[config.mk]
export PLATFORM = sky130hd
export DESIGN_NAME = mem_stage_flat
export DESIGN_NICKNAME = d
export VERILOG_FILES = /design/src/rtl/mem_stage_pkg.sv /design/src/rtl/mem_stage_if.sv /design/src/rtl/mem_stage.sv /design/src/flat_wrapper.sv
export SDC_FILE = /design/constraint.sdc
export NUM_CORES = 1
export LEC_CHECK = 0
export ABC_AREA = 1
export CAP_MARGIN = 0
export CORE_MARGIN = 2
export CORE_UTILIZATION = 42
export CTS_CLUSTER_SIZE = 30
export DETAILED_ROUTE_END_ITERATION = 8
export PLACE_DENSITY = 0.86
export SLEW_MARGIN = 20
export SYNTH_ARGS = -nofsm -noshare
export SYNTH_HDL_FRONTEND = slang
export SYNTH_SLANG_ARGS = --single-unit
export TNS_END_PERCENT = 10
[constraint.sdc]
create_clock -name clk -period 2.6 [get_ports clk]
set_input_delay 0.26 -clock clk [delete_from_list [all_inputs] [get_ports clk]]
set_output_delay 0.26 -clock clk [all_outputs]
set_load 0.02 [all_outputs]
[src/rtl/mem_stage_pkg.sv]
// mem_stage shared types: FSM states, bus widths and the op flags carried through REQ.
// Build option: MEM_ALIGN_CHECK_EN (trap misaligned word accesses).
package mem_stage_pkg;

    localparam int REG_BUS_W      = 32;
    localparam int REG_ADDR_BUS_W = 5;
    localparam int MEM_ADDR_BUS_W = 32;

    typedef enum logic {
        MEM_IDLE = 1'b0,
        MEM_REQ  = 1'b1
    } mem_state_e;

    typedef struct packed {
        logic store;
        logic kill;
    } mem_op_t;

    function automatic logic misaligned(input logic [1:0] lsb);
        return lsb != 2'b00;
    endfunction

endpackage

[src/rtl/mem_stage_if.sv]
// Data-bus req/ack interface between mem_stage (master) and memory (slave).
// Shared by every build, with or without MEM_ALIGN_CHECK_EN.
interface mem_stage_if #(
    parameter int DATA_W = 32,
    parameter int ADDR_W = 32
);

    logic              dbus_req;
    logic              dbus_we;
    logic [ADDR_W-1:0] dbus_addr;
    logic [DATA_W-1:0] dbus_wdata;
    logic              dbus_ack;
    logic [DATA_W-1:0] dbus_rdata;

    modport master (
        output dbus_req,
        output dbus_we,
        output dbus_addr,
        output dbus_wdata,
        input  dbus_ack,
        input  dbus_rdata
    );

    modport slave (
        input  dbus_req,
        input  dbus_we,
        input  dbus_addr,
        input  dbus_wdata,
        output dbus_ack,
        output dbus_rdata
    );

endinterface

[src/rtl/mem_stage.sv]
// mem_stage: MIPS MEM stage, word load/store over req/ack bus, registered write-back.
// Build option: MEM_ALIGN_CHECK_EN traps misaligned accesses instead of issuing them.
module mem_stage
    import mem_stage_pkg::*;
#(
    parameter int DATA_W  = REG_BUS_W,
    parameter int ADDR_W  = MEM_ADDR_BUS_W,
    parameter int RADDR_W = REG_ADDR_BUS_W
) (
    input  logic               clk,
    input  logic               rst,
    input  logic               ex_valid,
    input  logic [DATA_W-1:0]  ex_alu_result,
    input  logic               ex_mem_regfile_we,
    input  logic [RADDR_W-1:0] ex_mem_regfile_waddr,
    input  logic               ex_mem_re,
    input  logic               ex_mem_we,
    input  logic [ADDR_W-1:0]  ex_mem_mem_addr,
    input  logic [DATA_W-1:0]  ex_mem_wdata,
    input  logic               flush,
    output logic               stall_req,
    mem_stage_if.master        dbus,
    output logic               wb_valid,
    output logic               wb_regfile_we,
    output logic [RADDR_W-1:0] wb_regfile_waddr,
    output logic [DATA_W-1:0]  wb_regfile_wdata,
    output logic               mem_excp,
    output logic [ADDR_W-1:0]  mem_excp_addr
);

    localparam logic [ADDR_W-1:0] WORD_MASK = ~ADDR_W'(3);

    mem_state_e         state_q, state_d;
    mem_op_t            op_q, op_d;
    logic [ADDR_W-1:0]  addr_q, addr_d;
    logic [DATA_W-1:0]  wdata_q, wdata_d;
    logic [RADDR_W-1:0] waddr_q, waddr_d;

    logic               wb_vld_q, wb_vld_d;
    logic               wb_we_q, wb_we_d;
    logic [RADDR_W-1:0] wb_waddr_q, wb_waddr_d;
    logic [DATA_W-1:0]  wb_wdata_q, wb_wdata_d;

    logic accept;
    logic is_mem;
    logic bad_align;
    logic kill_now;

`ifdef MEM_ALIGN_CHECK_EN
    logic              excp_q, excp_d;
    logic [ADDR_W-1:0] excp_addr_q, excp_addr_d;
`endif

    assign is_mem   = ex_mem_re | ex_mem_we;
    assign accept   = ex_valid & ~flush;
    assign kill_now = op_q.kill | flush;

`ifdef MEM_ALIGN_CHECK_EN
    assign bad_align = is_mem & misaligned(ex_mem_mem_addr[1:0]);
`else
    assign bad_align = 1'b0;
`endif

    always_comb begin
        state_d    = state_q;
        op_d       = op_q;
        addr_d     = addr_q;
        wdata_d    = wdata_q;
        waddr_d    = waddr_q;
        wb_vld_d   = 1'b0;
        wb_we_d    = 1'b0;
        wb_waddr_d = wb_waddr_q;
        wb_wdata_d = wb_wdata_q;
`ifdef MEM_ALIGN_CHECK_EN
        excp_d      = 1'b0;
        excp_addr_d = excp_addr_q;
`endif
        unique case (state_q)
            MEM_IDLE: begin
                if (accept) begin
                    unique case (1'b1)
                        !is_mem: begin
                            wb_vld_d   = 1'b1;
                            wb_we_d    = ex_mem_regfile_we;
                            wb_waddr_d = ex_mem_regfile_waddr;
                            wb_wdata_d = ex_alu_result;
                        end
                        bad_align: begin
                            wb_vld_d   = 1'b1;
                            wb_waddr_d = ex_mem_regfile_waddr;
`ifdef MEM_ALIGN_CHECK_EN
                            excp_d      = 1'b1;
                            excp_addr_d = ex_mem_mem_addr;
`endif
                        end
                        default: begin
                            // store wins when both re and we are set
                            op_d.store = ex_mem_we;
                            op_d.kill  = 1'b0;
                            addr_d     = ex_mem_mem_addr & WORD_MASK;
                            wdata_d    = ex_mem_wdata;
                            waddr_d    = ex_mem_regfile_waddr;
                            state_d    = MEM_REQ;
                        end
                    endcase
                end
            end
            MEM_REQ: begin
                // a flush only marks the op; the handshake always completes
                if (flush) begin
                    op_d.kill = 1'b1;
                end
                if (dbus.dbus_ack) begin
                    state_d    = MEM_IDLE;
                    wb_vld_d   = ~kill_now;
                    wb_we_d    = ~op_q.store & ~kill_now;
                    wb_waddr_d = waddr_q;
                    if (!op_q.store && !kill_now) begin
                        wb_wdata_d = dbus.dbus_rdata;
                    end
                end
            end
            default: begin
                state_d = MEM_IDLE;
            end
        endcase
    end

    always_ff @(posedge clk or negedge rst) begin
        if (!rst) begin
            state_q    <= MEM_IDLE;
            op_q       <= '0;
            addr_q     <= '0;
            wdata_q    <= '0;
            waddr_q    <= '0;
            wb_vld_q   <= 1'b0;
            wb_we_q    <= 1'b0;
            wb_waddr_q <= '0;
            wb_wdata_q <= '0;
        end else begin
            state_q    <= state_d;
            op_q       <= op_d;
            addr_q     <= addr_d;
            wdata_q    <= wdata_d;
            waddr_q    <= waddr_d;
            wb_vld_q   <= wb_vld_d;
            wb_we_q    <= wb_we_d;
            wb_waddr_q <= wb_waddr_d;
            wb_wdata_q <= wb_wdata_d;
        end
    end

`ifdef MEM_ALIGN_CHECK_EN
    always_ff @(posedge clk or negedge rst) begin
        if (!rst) begin
            excp_q      <= 1'b0;
            excp_addr_q <= '0;
        end else begin
            excp_q      <= excp_d;
            excp_addr_q <= excp_addr_d;
        end
    end

    assign mem_excp      = excp_q;
    assign mem_excp_addr = excp_addr_q;
`else
    assign mem_excp      = 1'b0;
    assign mem_excp_addr = '0;
`endif

    assign stall_req        = (state_q == MEM_REQ);
    assign dbus.dbus_req    = (state_q == MEM_REQ);
    assign dbus.dbus_we     = op_q.store;
    assign dbus.dbus_addr   = addr_q;
    assign dbus.dbus_wdata  = wdata_q;

    assign wb_valid         = wb_vld_q;
    assign wb_regfile_we    = wb_we_q;
    assign wb_regfile_waddr = wb_waddr_q;
    assign wb_regfile_wdata = wb_wdata_q;

endmodule

[src/flat_wrapper.sv]
// flat-port wrapper written by rule: the top's interface ports become plain ports
module mem_stage_flat import mem_stage_pkg::*;
#(
    parameter int DATA_W  = REG_BUS_W,
    parameter int ADDR_W  = MEM_ADDR_BUS_W,
    parameter int RADDR_W = REG_ADDR_BUS_W
)
  (clk, rst, ex_valid, ex_alu_result, ex_mem_regfile_we, ex_mem_regfile_waddr, ex_mem_re, ex_mem_we, ex_mem_mem_addr, ex_mem_wdata, flush, stall_req, wb_valid, wb_regfile_we, wb_regfile_waddr, wb_regfile_wdata, mem_excp, mem_excp_addr, dbus_dbus_req, dbus_dbus_we, dbus_dbus_addr, dbus_dbus_wdata, dbus_dbus_ack, dbus_dbus_rdata);
  mem_stage_if #(.DATA_W(DATA_W), .ADDR_W(ADDR_W)) dbus_i ();
  input  logic clk;
  input  logic rst;
  input  logic ex_valid;
  input  logic [DATA_W-1:0] ex_alu_result;
  input  logic ex_mem_regfile_we;
  input  logic [RADDR_W-1:0] ex_mem_regfile_waddr;
  input  logic ex_mem_re;
  input  logic ex_mem_we;
  input  logic [ADDR_W-1:0] ex_mem_mem_addr;
  input  logic [DATA_W-1:0] ex_mem_wdata;
  input  logic flush;
  output logic stall_req;
  output logic wb_valid;
  output logic wb_regfile_we;
  output logic [RADDR_W-1:0] wb_regfile_waddr;
  output logic [DATA_W-1:0] wb_regfile_wdata;
  output logic mem_excp;
  output logic [ADDR_W-1:0] mem_excp_addr;
  output wire logic [$bits(dbus_i.dbus_req)-1:0] dbus_dbus_req;
  output wire logic [$bits(dbus_i.dbus_we)-1:0] dbus_dbus_we;
  output wire logic [$bits(dbus_i.dbus_addr)-1:0] dbus_dbus_addr;
  output wire logic [$bits(dbus_i.dbus_wdata)-1:0] dbus_dbus_wdata;
  input wire logic [$bits(dbus_i.dbus_ack)-1:0] dbus_dbus_ack;
  input wire logic [$bits(dbus_i.dbus_rdata)-1:0] dbus_dbus_rdata;
  assign dbus_dbus_req = dbus_i.dbus_req;
  assign dbus_dbus_we = dbus_i.dbus_we;
  assign dbus_dbus_addr = dbus_i.dbus_addr;
  assign dbus_dbus_wdata = dbus_i.dbus_wdata;
  assign dbus_i.dbus_ack = dbus_dbus_ack;
  assign dbus_i.dbus_rdata = dbus_dbus_rdata;
  mem_stage #(.DATA_W(DATA_W), .ADDR_W(ADDR_W), .RADDR_W(RADDR_W)) u_core (.clk(clk), .rst(rst), .ex_valid(ex_valid), .ex_alu_result(ex_alu_result), .ex_mem_regfile_we(ex_mem_regfile_we), .ex_mem_regfile_waddr(ex_mem_regfile_waddr), .ex_mem_re(ex_mem_re), .ex_mem_we(ex_mem_we), .ex_mem_mem_addr(ex_mem_mem_addr), .ex_mem_wdata(ex_mem_wdata), .flush(flush), .stall_req(stall_req), .dbus(dbus_i), .wb_valid(wb_valid), .wb_regfile_we(wb_regfile_we), .wb_regfile_waddr(wb_regfile_waddr), .wb_regfile_wdata(wb_regfile_wdata), .mem_excp(mem_excp), .mem_excp_addr(mem_excp_addr));
endmodule
==> flow_metrics.py, run 1 <==
metrics = {
    "global_routing": {
        "grt_pass1_wl_um": 22400,
        "overflow": 0,
        "grt_start_max_net_pins": 64,
        "antenna_found_initial": 1,
        "grt.total_usage_pct": 21.5,
        "grt_pass1_vias": 4650,
    },
    "yosys": {
        "netlist-cell-type-count": 18,
        "synthCells": 628,
        "ys_ff_latch": 109,
        "synthSimpleGateAreaFrac_pct": 34.3,
        "ys_warn_count": 0,
        "muxShareOfSynthArea_pct": 0,
        "synth-xor-area-share_pct": 0,
        "syn_avg_cell_area_um2": 8.08,
        "synth_top_family_by_area": "simple AND/OR/NAND/NOR gates",
        "yosys.area_share.adder_pct": 0,
        "synth-compound-area-share_pct": 1.18,
        "syn-cell-area_mm2": 0.00507,
        "ys_seq_area_share_pct": 53.7,
    },
    "detailed_routing": {
        "ant_nets": 0,
        "dr.pass1.iters": 5,
        "wl_per_cell_um": 14.0,
        "vias": 4723,
        "vias_per_cell": 4.71,
        "wl_um": 14000,
        "drt-initial-drc-count": 294,
        "drc_errors": 0,
    },
    "layout": {
        "multiInputGateArea_mm2": 0.00194,
        "finalInstanceArea_mm2": 0.00772,
        "drive_above_1_share_pct": 4.33,
        "syn_to_final_growth_pct": 52.1,
        "fillers": 981,
        "regArea_mm2": 0.00273,
        "nets": 991,
        "final_cells": 1003,
    },
    "floorplan": {
        "core_area_mm2": 0.0119,
        "num_rows": 40,
        "start_util_pct": 42.6,
        "die_y_um": 114,
        "die-width_um": 114,
        "dieArea_mm2": 0.0130,
        "boundaryPins": 280,
    },
    "sta": {
        "slew_headroom_pct": 45.6,
        "fmax_mhz": 503,
        "fin_tns_setup_ns": 0,
        "finClkSkew_ns": 0.00983,
        "period_share_pct": 76.4,
        "worst_pin_slew_ns": 0.817,
        "setup_viol": 0,
        "holdWs_ns": -0.00196,
        "min_period_ns": 1.99,
        "hold_viol": 1,
        "slew_violations": 0,
        "rsz0062_at_grt": "false",
    },
    "clock_network": {
        "cts_tree": "built",
        "cts.sinks": 109,
        "cts_setup_buffers": 0,
        "cts_resized": 0,
        "h-tree-depth": 3,
        "clk_pin_slew_ns": 0.08,
        "root_buffer": "clkbuf_16",
        "cts_buffer_depth": 2,
        "clkLatencyLatePin_ns": 0.33,
        "cts_made_buffers": 9,
        "cts_hold_buf": 0,
    },
    "power": {
        "p_leak_nw": 3.86,
        "switching_share_pct": 34.0,
        "power_frac_comb_pct": 38.3,
        "power.density_mw_per_mm2": 786,
        "p_seq_share_pct": 38.7,
        "clockPowerShare_pct": 23.0,
        "p_total_w": 0.00607,
        "vdd_drop_max_v": 0.000353,
        "power.net_switching_w": 0.00206,
        "intPower_w": 0.00400,
    },
    "setup_path": {
        "cp.depth": 2,
        "crit_family": "buffers and inverters",
        "startpoint_type": "flop",
        "slowest_stage": "clkdlybuf4s50_1",
        "cp_max_fo": 25,
        "path_cells": "buf_4 > clkdlybuf4s50_1",
        "path_buf_inv": 2,
        "rr_worst_depth": 7,
        "critPathMaxStageDelay_ns": 0.66,
        "path_class": "flop to output port",
        "crit_arrival_ns": 1.73,
        "worstPathRequired_ns": 2.34,
        "crit_path_end_kind": "output port",
    },
    "worst_hold_path": {
        "hp-class": "input pin to async pin",
    },
    "placed_design": {
        "port_buffers": 242,
        "postPlaceCellArea_mm2": 0.00741,
        "place_congestion": 0.807,
        "dp_hpwl_um": 9980,
        "dp_cells": 986,
    },
    "flow_run": {
        "cap_violations": 0,
    },
    "outcome": {
        "outcome": "complete, but fails checks",
        "failed_checks": "negative hold slack",
    },
}
## kinds of logic after synthesis
kind of cell,after synthesis
buffers and inverters,85
and+or+nand+nor,421
other,1
DFF,109
AOI/OAI and AO/OA,12
## Yosys cell counts, drive strengths merged
cell type / count / area [um2]
buf: 70 / 487
clkbuf: 5 / 18.8
conb: 1 / 3.75
dfrtp: 109 / 2730
inv: 10 / 37.5
nand2: 315 / 1190
nand3: 102 / 521
nor2: 4 / 25.0
o21ai: 12 / 60.1
## layer usage
layer	wire length [um]	up-vias	GRT usage, %	part of all wire (%)
met4	223	0	7.15	1.6
li1	-	2336	-	-
met5	0	-	0	0
met1	5570	2163	26.1	40
met2	6940	209	36.5	50
met3	1260	15	6.54	9.0
## stage by stage
stage | setup slack, ns | hold WS, ns | utilization (%)
floorplan | 1.22 | -0.0356 | -
global placement | 0.744 | 0.394 | 62.2
detailed placement | 0.731 | 0.401 | 62.2
CTS | 0.590 | 0.0252 | 64.8
global route | 0.538 | 0.0527 | 64.8
finish | 0.613 | -0.00196 | 64.8
## worst paths after layout
path | startpoint | endpoint | slack (ns)
setup / recovery | u_core.dbus.dbus_req$_DFF_PN0_ | stall_req | 0.61
setup reg to reg | u_core.dbus.dbus_req$_DFF_PN0_ | u_core.wb_regfile_wdata[8]$_DFFE_PN0P_ | 0.81
max in group asynchronous | rst | u_core.wb_regfile_wdata[25]$_DFFE_PN0P_ | 1.90
hold reg to reg | u_core.dbus.dbus_addr[20]$_DFFE_PN0P_ | u_core.dbus.dbus_addr[20]$_DFFE_PN0P_ | 0.47
hold / removal | rst | u_core.dbus.dbus_wdata[9]$_DFFE_PN0P_ | -0.002
min in group clk | u_core.dbus.dbus_addr[20]$_DFFE_PN0P_ | u_core.dbus.dbus_addr[20]$_DFFE_PN0P_ | 0.47
## power groups by stage
stage | Clock, W | Combinational, W | Sequential [W]
2_1_floorplan | 0 | 0.000641 | 0.00287
3_3_place_gp | 0 | 0.00231 | 0.00235
3_5_place_dp | 0 | 0.00234 | 0.00237
4_1_cts | 0.00143 | 0.00235 | 0.00235
5_1_grt | 0.00152 | 0.00250 | 0.00240
6_report | 0.00139 | 0.00233 | 0.00234
## cell type report
type	instances	share of cell area (%)
Sequential cell	109	35.3
Tap cell	147	2.38
Multi-Input combinational cell	468	25.1
Clock inverter	6	0.924
Antenna cell	1	0.0324
Clock buffer	10	3.10
Inverter	10	0.486
Timing Repair Buffer	252	32.6
## cell usage in the layout, fill, tap and decap left out, types with 2 or more instances in the layout
master,Yosys,final
clkinvlp_4,0,2
clkbuf_16,0,9
buf_4,40,9
nor2_4,1,2
clkinv_4,0,2
conb_1,1,35
inv_1,8,8
dfrtp_1,109,109
buf_12,0,2
nand3_2,2,2
inv_2,2,2
nand2_1,312,312
nand2_2,2,2
nand3_1,100,100
o21ai_0,12,12
clkdlybuf4s50_1,0,241
## flip-flops by register name (all words and copies together) (netlist names)
signal                   flops
u_core.dbus.dbus_wdata      32
u_core.wb_regfile_wdata     32
u_core.dbus.dbus_addr       30
u_core.waddr_q               5
u_core.wb_regfile_waddr      5
u_core.dbus.dbus_req         1
u_core.dbus.dbus_we          1
u_core.op_q                  1
u_core.wb_regfile_we         1
u_core.wb_valid              1
Note: power is estimated with default switching activity, not from simulation.
==> run 2: changes to the inputs <==
--- a/config.mk
+++ b/config.mk
@@ -8,10 +8,10 @@
 export ABC_AREA = 1
 export CAP_MARGIN = 0
 export CORE_MARGIN = 2
-export CORE_UTILIZATION = 42
+export CORE_UTILIZATION = 39
 export CTS_CLUSTER_SIZE = 30
 export DETAILED_ROUTE_END_ITERATION = 8
-export PLACE_DENSITY = 0.86
+export PLACE_DENSITY = 0.81
 export SLEW_MARGIN = 20
 export SYNTH_ARGS = -nofsm -noshare
 export SYNTH_HDL_FRONTEND = slang
==> constraint.sdc (replaced) <==
create_clock -name clk -period 2.1 [get_ports clk]
set_input_delay 0.21 -clock clk [delete_from_list [all_inputs] [get_ports clk]]
set_output_delay 0.21 -clock clk [all_outputs]
set_load 0.02 [all_outputs]
==> run 2 against run 1 <==
The run now ends clean. Clock power rose by 22%. Final cell count increased by 2.6%. Final area increased by 0.86%. Critical path depth down 1. Power rose by 24%. Core utilization fell by 3.4 points. Register-to-register slack lost 0.33 ns. Non-clock buffer count up 2. Sequential power grew 24%. Global-route usage fell by 0.44 points. Clock skew fell by 0.0030 ns. Combinational power grew 24%. Critical path type unchanged.
==> flow_metrics.py, run 2 (synthesis gave the netlist of run 1 again) <==
metrics = {
    "outcome": {
        "outcome": "completed",
    },
    "clock_network": {
        "cts_resized": 0,
        "h-tree-depth": 3,
        "root_buffer": "clkbuf_16",
        "cts_buffer_depth": 2,
        "cts_tree": "built",
        "clkLatencyLatePin_ns": 0.35,
        "clk_pin_slew_ns": 0.07,
        "cts_made_buffers": 9,
        "cts.sinks": 109,
        "cts_setup_buffers": 0,
    },
    "floorplan": {
        "die_y_um": 118,
        "die-width_um": 118,
        "core_area_mm2": 0.0127,
        "num_rows": 41,
        "boundaryPins": 280,
        "dieArea_mm2": 0.0139,
        "start_util_pct": 40.1,
    },
    "sta": {
        "fmax_mhz": 588,
        "slew_headroom_pct": 59.6,
        "holdWs_ns": 0.415,
        "period_share_pct": 81.0,
        "setup_viol": 0,
        "rsz0062_at_grt": "false",
        "min_period_ns": 1.70,
        "slew_violations": 0,
        "worst_pin_slew_ns": 0.606,
        "hold_viol": 0,
        "fin_tns_setup_ns": 0,
        "finClkSkew_ns": 0.00679,
    },
    "layout": {
        "finish.utilization_pct": 61.5,
        "layout_commonest_cell": "nand2_1",
        "syn_to_final_growth_pct": 53.5,
        "final_cell_mix": "nand2_1, clkdlybuf4s50_1, dfrtp_1, nand3_1, conb_1",
        "finalInstanceArea_mm2": 0.00779,
        "nets": 993,
        "diodes": 0,
        "drive_above_1_share_pct": 4.32,
    },
    "setup_path": {
        "path_cells": "clkdlybuf4s50_1",
        "cp_max_fo": 5,
        "cp.depth": 1,
        "path_buf_inv": 1,
        "path_class": "flop to output port",
        "crit_path_end_kind": "output port",
        "slowest_stage": "clkdlybuf4s50_1",
        "worstPathRequired_ns": 1.89,
        "startpoint_type": "flop",
        "crit_arrival_ns": 1.49,
        "rr_worst_depth": 6,
        "crit_family": "buffers and inverters",
        "critPathMaxStageDelay_ns": 0.66,
    },
    "detailed_routing": {
        "wl_um": 14500,
        "vias": 4760,
        "vias_per_cell": 4.63,
        "ant_nets": 0,
        "drc_errors": 0,
        "wl_per_cell_um": 14.1,
        "dr.pass1.iters": 4,
        "drt-initial-drc-count": 323,
    },
    "placed_design": {
        "port_buffers": 242,
        "dp_hpwl_um": 10200,
        "postPlaceCellArea_mm2": 0.00748,
        "place_congestion": 0.772,
    },
    "global_routing": {
        "overflow": 0,
        "grt_pass1_wl_um": 23600,
        "grt_start_max_net_pins": 110,
        "antenna_found_initial": 0,
        "grt.total_usage_pct": 21.0,
        "grt_pass1_vias": 4627,
    },
    "power": {
        "p_leak_nw": 3.89,
        "vdd_drop_max_v": 0.000491,
        "p_total_w": 0.00751,
        "power.density_mw_per_mm2": 964,
    },
    "flow_run": {
        "cap_violations": 0,
    },
    "worst_hold_path": {
        "hp-class": "input pin to flop",
        "whs_path_depth": 3,
    },
}
==> run 2: changes by cell type in the layout (fill, tap and decap cells not counted), sizes merged <==
cell	previous run	this run
buf	11	12
clkbuf	10	11
clkinv	2	4
clkinvlp	2	0
diode	1	0
dlygate4sd3	0	1
inv	11	10
==> run 2: routing by layer <==
layer  up-vias  share of wire [%]  track usage [%]
li1       2338                  -                -
met1      2195                 43             27.0
met2       208                 47             33.5
met3        19                8.2             6.44
met4         0                1.6             7.68
met5         -                  0                0
==> run 2: path summary, 6_finish.rpt <==
kind,endpoint,from,slack [ns]
min in group asynchronous,u_core.dbus.dbus_wdata[3]$_DFFE_PN0P_,rst,0.47
hold reg to reg,u_core.dbus.dbus_wdata[15]$_DFFE_PN0P_,u_core.dbus.dbus_wdata[15]$_DFFE_PN0P_,0.47
max in group asynchronous,u_core.wb_regfile_wdata[4]$_DFFE_PN0P_,rst,1.14
setup reg to reg,u_core.wb_regfile_wdata[24]$_DFFE_PN0P_,u_core.dbus.dbus_req$_DFF_PN0_,0.48
setup / recovery,dbus_dbus_req,u_core.dbus.dbus_req$_DFF_PN0_,0.40
hold / removal,u_core.dbus.dbus_addr[28]$_DFFE_PN0P_,ex_mem_mem_addr[28],0.42
==> run 2: cell type report <==
class | instances | area (um2)
clock buffers | 11 | 243
clock inverters | 5 | 50.0
fillers | 1142 | 4880
inverters | 10 | 37.5
multi-input cells | 468 | 1940
flip-flops and latches | 109 | 2730
well taps | 172 | 215
repair buffers | 254 | 2570
==> run 2: per-stage QoR <==
step	setup WS, ns	instances
2_1_floorplan	0.722	662
3_3_place_gp	0.379	1012
3_5_place_dp	0.335	1012
4_1_cts	0.365	1029
5_1_grt	0.335	1029
6_report	0.399	1029
==> run 2: power breakdown <==
part	switching, W	internal (W)
clock	0.000750	0.000950
combinational	0.00151	0.00138
sequential	0.000293	0.00262
total	0.00255	0.00496
==> run 2: timing repair <==
| action | in CTS | in global routing |
|---|---|---|
| hold buffers | 1 | 0 |
| endpoints found under the hold margin | 109 | 0 |
| endpoints found under the setup margin | 0 | 0 |
==> run 3: changes to the inputs <==
==> constraint.sdc (replaced) <==
create_clock -name clk -period 1.8 [get_ports clk]
set_input_delay 0.18 -clock clk [delete_from_list [all_inputs] [get_ports clk]]
set_output_delay 0.18 -clock clk [all_outputs]
set_load 0.02 [all_outputs]
==> run 3 against run 2 <==
Final cell count is 0.58% higher. Die area unchanged. Clock skew down 0.0025 ns. Count of clock-buffer cells in the layout grew 1. Sequential power up 17%. Non-clock buffer count rose by 5. Hold slack lost 0.065 ns. Largest cell class unchanged. Critical path depth unchanged. Final area rose by 1.0%. Power grew 17%. Largest power group unchanged. Via count is 1.3% higher. Register-to-register slack worse by 0.11 ns.
==> flow_metrics.py, run 3 (synthesis gave the netlist of run 1 again) <==
metrics = {
    "floorplan": {
        "core_area_mm2": 0.0127,
        "die-width_um": 118,
        "dieArea_mm2": 0.0139,
        "die_y_um": 118,
        "start_util_pct": 40.1,
        "num_rows": 41,
        "boundaryPins": 280,
    },
    "sta": {
        "slew_violations": 0,
        "fin_tns_setup_ns": 0,
        "min_period_ns": 1.74,
        "setup_viol": 0,
        "rsz0062_at_grt": "false",
        "hold_viol": 0,
        "holdWs_ns": 0.351,
        "finClkSkew_ns": 0.00426,
        "period_share_pct": 96.5,
        "fmax_mhz": 576,
    },
    "power": {
        "p_leak_nw": 3.91,
        "vdd_drop_max_v": 0.000529,
        "power.density_mw_per_mm2": 1120,
    },
    "detailed_routing": {
        "drt-initial-drc-count": 320,
        "vias_per_cell": 4.66,
        "wl_per_cell_um": 14.2,
        "vias": 4823,
        "dr.pass1.iters": 4,
        "wl_um": 14700,
        "ant_nets": 0,
        "drc_errors": 0,
    },
    "layout": {
        "final_cell_mix": "nand2_1, clkdlybuf4s50_1, dfrtp_1, nand3_1, conb_1",
        "syn_to_final_growth_pct": 55.0,
        "fillers": 1083,
        "drive_above_1_share_pct": 4.87,
        "finish.utilization_pct": 62.1,
        "layout_commonest_cell": "nand2_1",
        "nets": 998,
    },
    "clock_network": {
        "cts_buffer_depth": 2,
        "root_buffer": "clkbuf_16",
        "h-tree-depth": 3,
        "cts_made_buffers": 9,
        "cts.sinks": 109,
        "clk_pin_slew_ns": 0.07,
        "cts_tree": "built",
        "clkLatencyLatePin_ns": 0.34,
    },
    "setup_path": {
        "path_cells": "clkdlybuf4s50_1",
        "slowest_stage": "clkdlybuf4s50_1",
        "startpoint_type": "flop",
        "crit_arrival_ns": 1.56,
        "worstPathRequired_ns": 1.62,
        "crit_family": "buffers and inverters",
        "cp_max_fo": 9,
        "path_buf_inv": 1,
        "critPathMaxStageDelay_ns": 0.67,
        "crit_path_end_kind": "output port",
        "crit_start": "u_core.dbus.dbus_req$_DFF_PN0_",
        "r2r_start": "u_core.dbus.dbus_req$_DFF_PN0_",
        "path_class": "flop to output port",
    },
    "flow_run": {
        "cap_violations": 0,
    },
    "placed_design": {
        "place_congestion": 0.769,
        "port_buffers": 242,
        "dp_hpwl_um": 10600,
    },
    "global_routing": {
        "grt_start_max_net_pins": 64,
        "grt_pass1_vias": 4723,
        "overflow": 0,
        "grt.total_usage_pct": 21.6,
        "grt_pass1_wl_um": 24200,
        "antenna_found_initial": 1,
    },
    "worst_hold_path": {
        "hp-class": "input pin to async pin",
    },
    "outcome": {
        "outcome": "completed",
    },
}
-- run 3: changes by cell type in the layout (fill, tap and decap cells not counted), sizes merged --
cell	change
clkinvlp	+1
diode	+1
clkbuf	+1
buf	+5
clkinv	-2
-- run 3: metrics by stage --
| step | setup slack [ns] | total power (W) | instances | cell area (um2) |
|---|---|---|---|---|
| floorplan | 0.422 | 0.00507 | 662 | 5200 |
| finish | 0.0629 | 0.00878 | 1035 | 7870 |
| detailed placement | 0.152 | 0.00686 | 1017 | 7560 |
| global route | 0.0145 | 0.00929 | 1034 | 7870 |
| global placement | 0.206 | 0.00680 | 1017 | 7560 |
| CTS | 0.0380 | 0.00889 | 1034 | 7870 |
-- run 3: metal layers --
metal	GRT usage, %	routed length (um)	vias to the layer above
li1	-	-	2353
met1	26.0	5690	2216
met2	35.2	7150	226
met3	7.61	1460	28
met4	8.89	382	0
met5	0	0	-
-- run 3: power by group --
group | internal [W] | total (W) | leakage [nW] | switching, W
combinational | 0.00163 | 0.00339 | 2.41 | 0.00176
clock | 0.00111 | 0.00198 | 0.143 | 0.000864
sequential | 0.00306 | 0.00341 | 1.36 | 0.000353
-- run 3: final timing paths --
check                                                          end  slack (ns)  cells after the start
max                                                  dbus_dbus_req        0.06                      1
min                                 u_core.wb_regfile_we$_DFF_PN0_        0.35                      2
max reg2reg                u_core.wb_regfile_wdata[27]$_DFFE_PN0P_        0.37                      7
min reg2reg                 u_core.dbus.dbus_wdata[14]$_DFFE_PN0P_        0.47                      2
max in group asynchronous           u_core.dbus.dbus_req$_DFF_PN0_        0.86                      3
min in group clk             u_core.dbus.dbus_addr[17]$_DFFE_PN0P_        0.38                      3
-- run 3: cell type report --
| class | instances | area [um2] | share of cell area (%) |
|---|---|---|---|
| repair buffers | 259 | 2650 | 33.7 |
| inverters | 10 | 37.5 | 0.477 |
| clock buffers | 12 | 246 | 3.13 |
| clock inverters | 4 | 47.5 | 0.604 |
| multi-input cells | 468 | 1940 | 24.7 |
| well taps | 172 | 215 | 2.74 |
| diodes | 1 | 2.50 | 0.0318 |
| flip-flops and latches | 109 | 2730 | 34.7 |
-- run 3: repair_timing --
action                                  4_1_cts  5_1_grt
hold buffers                                  1        0
hold endpoints to repair                     31        0
resized for setup                             1        0
setup buffers                                 0        0
endpoints found under the setup margin        2        0
-- run 3: worst register-to-register path: cells and delay by family, from the launching register on --
kind	cells	cell delay [ns]
buf+inv	2	0.28
flops	1	0.55
simple gates	5	0.55
==> RTL edit, RTL diff (config.mk and constraints of run 3) <==
`REG_BUS_W`: 32 -> 36.
--- a/src/rtl/mem_stage_pkg.sv
+++ b/src/rtl/mem_stage_pkg.sv
@@ -3,5 +3,5 @@
 package mem_stage_pkg;
 
-    localparam int REG_BUS_W      = 32;
+    localparam int REG_BUS_W      = 36;
     localparam int REG_ADDR_BUS_W = 5;
     localparam int MEM_ADDR_BUS_W = 32;
Ports: changed (5 resized); port bits go from 280 to 300. No check against the original RTL was run, so the function may have changed too.
==> RTL edit against run 3 <==
- area after synthesis increased by 5.9%
- power grew 24%
- sequential cell count up 8
- design area up 12%
- register-to-register slack got worse by 0.02 ns
- wire length up 11%
- combinational power rose by 8.6%
- worst setup slack improved by 0.0085 ns
- critical path type unchanged
==> RTL edit: results (changes against run 3) <==
drt:
  drt_iter0_drc: 240  # -25%
  routedWlPerCell_um: 14.6  # +2.6%
  wl_met2_um: 7930  # +11%
  firstDrtPassIters: 5  # +1
  via_per_inst: 4.57  # -2.0%
  drc_errors: 0  # unchanged
  num_vias: 5129  # +6.3%
  wl_met3_um: 1810  # +24%
  wl_met1_um: 6350  # +12%
synth:
  syn_avg_cell_area_um2: 7.97  # -1.4%
  synthFlopType: "dfrtp_1"
  synth_common_cells: "nand2_1 (341), dfrtp_1 (117), nand3_1 (109)"
  synth_compound_gate_area_share_pct: 1.12  # -0.066 points
  yosysSeqAreaShare_pct: 54.5  # +0.71 points
  synth_cell_types: 15  # -3
  synth.area.top_cells: "dfrtp_1 (54%), nand2_1 (24%), nand3_1 (10%)"
critical_path:
  max_stage_delay_ns: 0.65  # -0.02 ns
  cp_max_fo: 8  # -1
global_routing:
  grt_pass1_wl_um: 25100  # +3.7%
  grt_start_max_net_pins: 43  # -33%
  grt_usage_pct: 22.2  # +0.58 points
  grt_pass1_vias: 5018  # +6.2%
  met2_usage_pct: 37.9  # +2.7 points
  met1_usage_pct: 25.1  # -0.93 points
  antenna_found_initial: 0  # -1
  grtUsageMet3_pct: 8.98  # +1.4 points
placement:
  gp_congestion: 0.774  # +0.68%
  portBuffers: 262  # +8.3%
  postPlaceCellArea_mm2: 0.00814  # +7.7%
  hpwl_um: 11800  # +12%
layout:
  fillers: 1110  # +2.5%
  drive_gt1_share_pct: 6.44  # +1.6 points
  diodes: 0  # -1
  fin_nets: 1088  # +9.0%
clocking:
  cts_inserted_buffers: 17  # +8
  cts_max_level: 4  # +1
  insertion_delay_ns: 0.41  # +0.07 ns
  path_clk_slew_ns: 0.05  # -0.02 ns
pwr:
  power_leakage_nw: 4.39  # +12%
  power_frac_comb_pct: 33.8  # -4.8 points
  power_mw: 10.9  # +24%
  seq_power_mw: 3.68  # +7.9%
  ir_drop_mv: 0.779  # +47%
  power.switching_mw: 3.44  # +16%
sta:
  clock_skew_ns: 0.00506  # +0.000801 ns
run_status:
  outcome: "finished clean"
RTL edit: cell types whose count changed after synthesis, moves of 3 or more:
| cell | run 3 | this run |
|---|---|---|
| buf_6 | 6 | 0 |
| clkbuf_1 | 5 | 10 |
| dfrtp_1 | 109 | 117 |
| nand3_1 | 100 | 109 |
| buf_2 | 23 | 26 |
| nand2_1 | 312 | 341 |
RTL edit: path summary, 6_finish.rpt:
check | startpoint | endpoint | slack [ns] | cells after the start
setup / recovery | u_core.dbus.dbus_req | stall_req | 0.07 | 1
hold reg to reg | u_core.dbus.dbus_addr[31] | u_core.dbus.dbus_addr[31] | 0.47 | 2
setup reg to reg | u_core.dbus.dbus_req | u_core.wb_regfile_waddr[2] | 0.35 | 6
min in group clk | ex_mem_wdata[6] | u_core.dbus.dbus_wdata[6] | 0.32 | 3
hold / removal | rst | u_core.wb_regfile_wdata[18] | 0.29 | 2
max in group asynchronous | rst | u_core.dbus.dbus_addr[14] | 0.91 | 3
RTL edit: final cells by class:
type / instances / share of cell area (%)
Clock inverter: 7 / 1.34
Clock buffer: 24 / 5.82
Inverter: 10 / 0.427
Tap cell: 176 / 2.51
Multi-Input combinational cell: 504 / 23.6
Timing Repair Buffer: 285 / 33.0
Sequential cell: 117 / 33.3
RTL edit: timing repair:
| action | CTS | global route |
|---|---|---|
| buffers inserted | 0 | 0 |
| endpoints found under the hold margin | 24 | 0 |
| setup endpoints to repair | 0 | 1 |
| hold buffers | 1 | 0 |
| resized for setup | 0 | 1 |
RTL edit: metrics by stage:
step	utilization [%]	hold slack [ns]	setup slack (ns)
finish	65.8	0.285	0.0715
global route	65.8	0.315	0.0146
CTS	65.8	0.282	0.0246
detailed placement	61.0	0.161	0.0594
global placement	61.0	0.157	0.0986
floorplan	-	-0.116	0.392
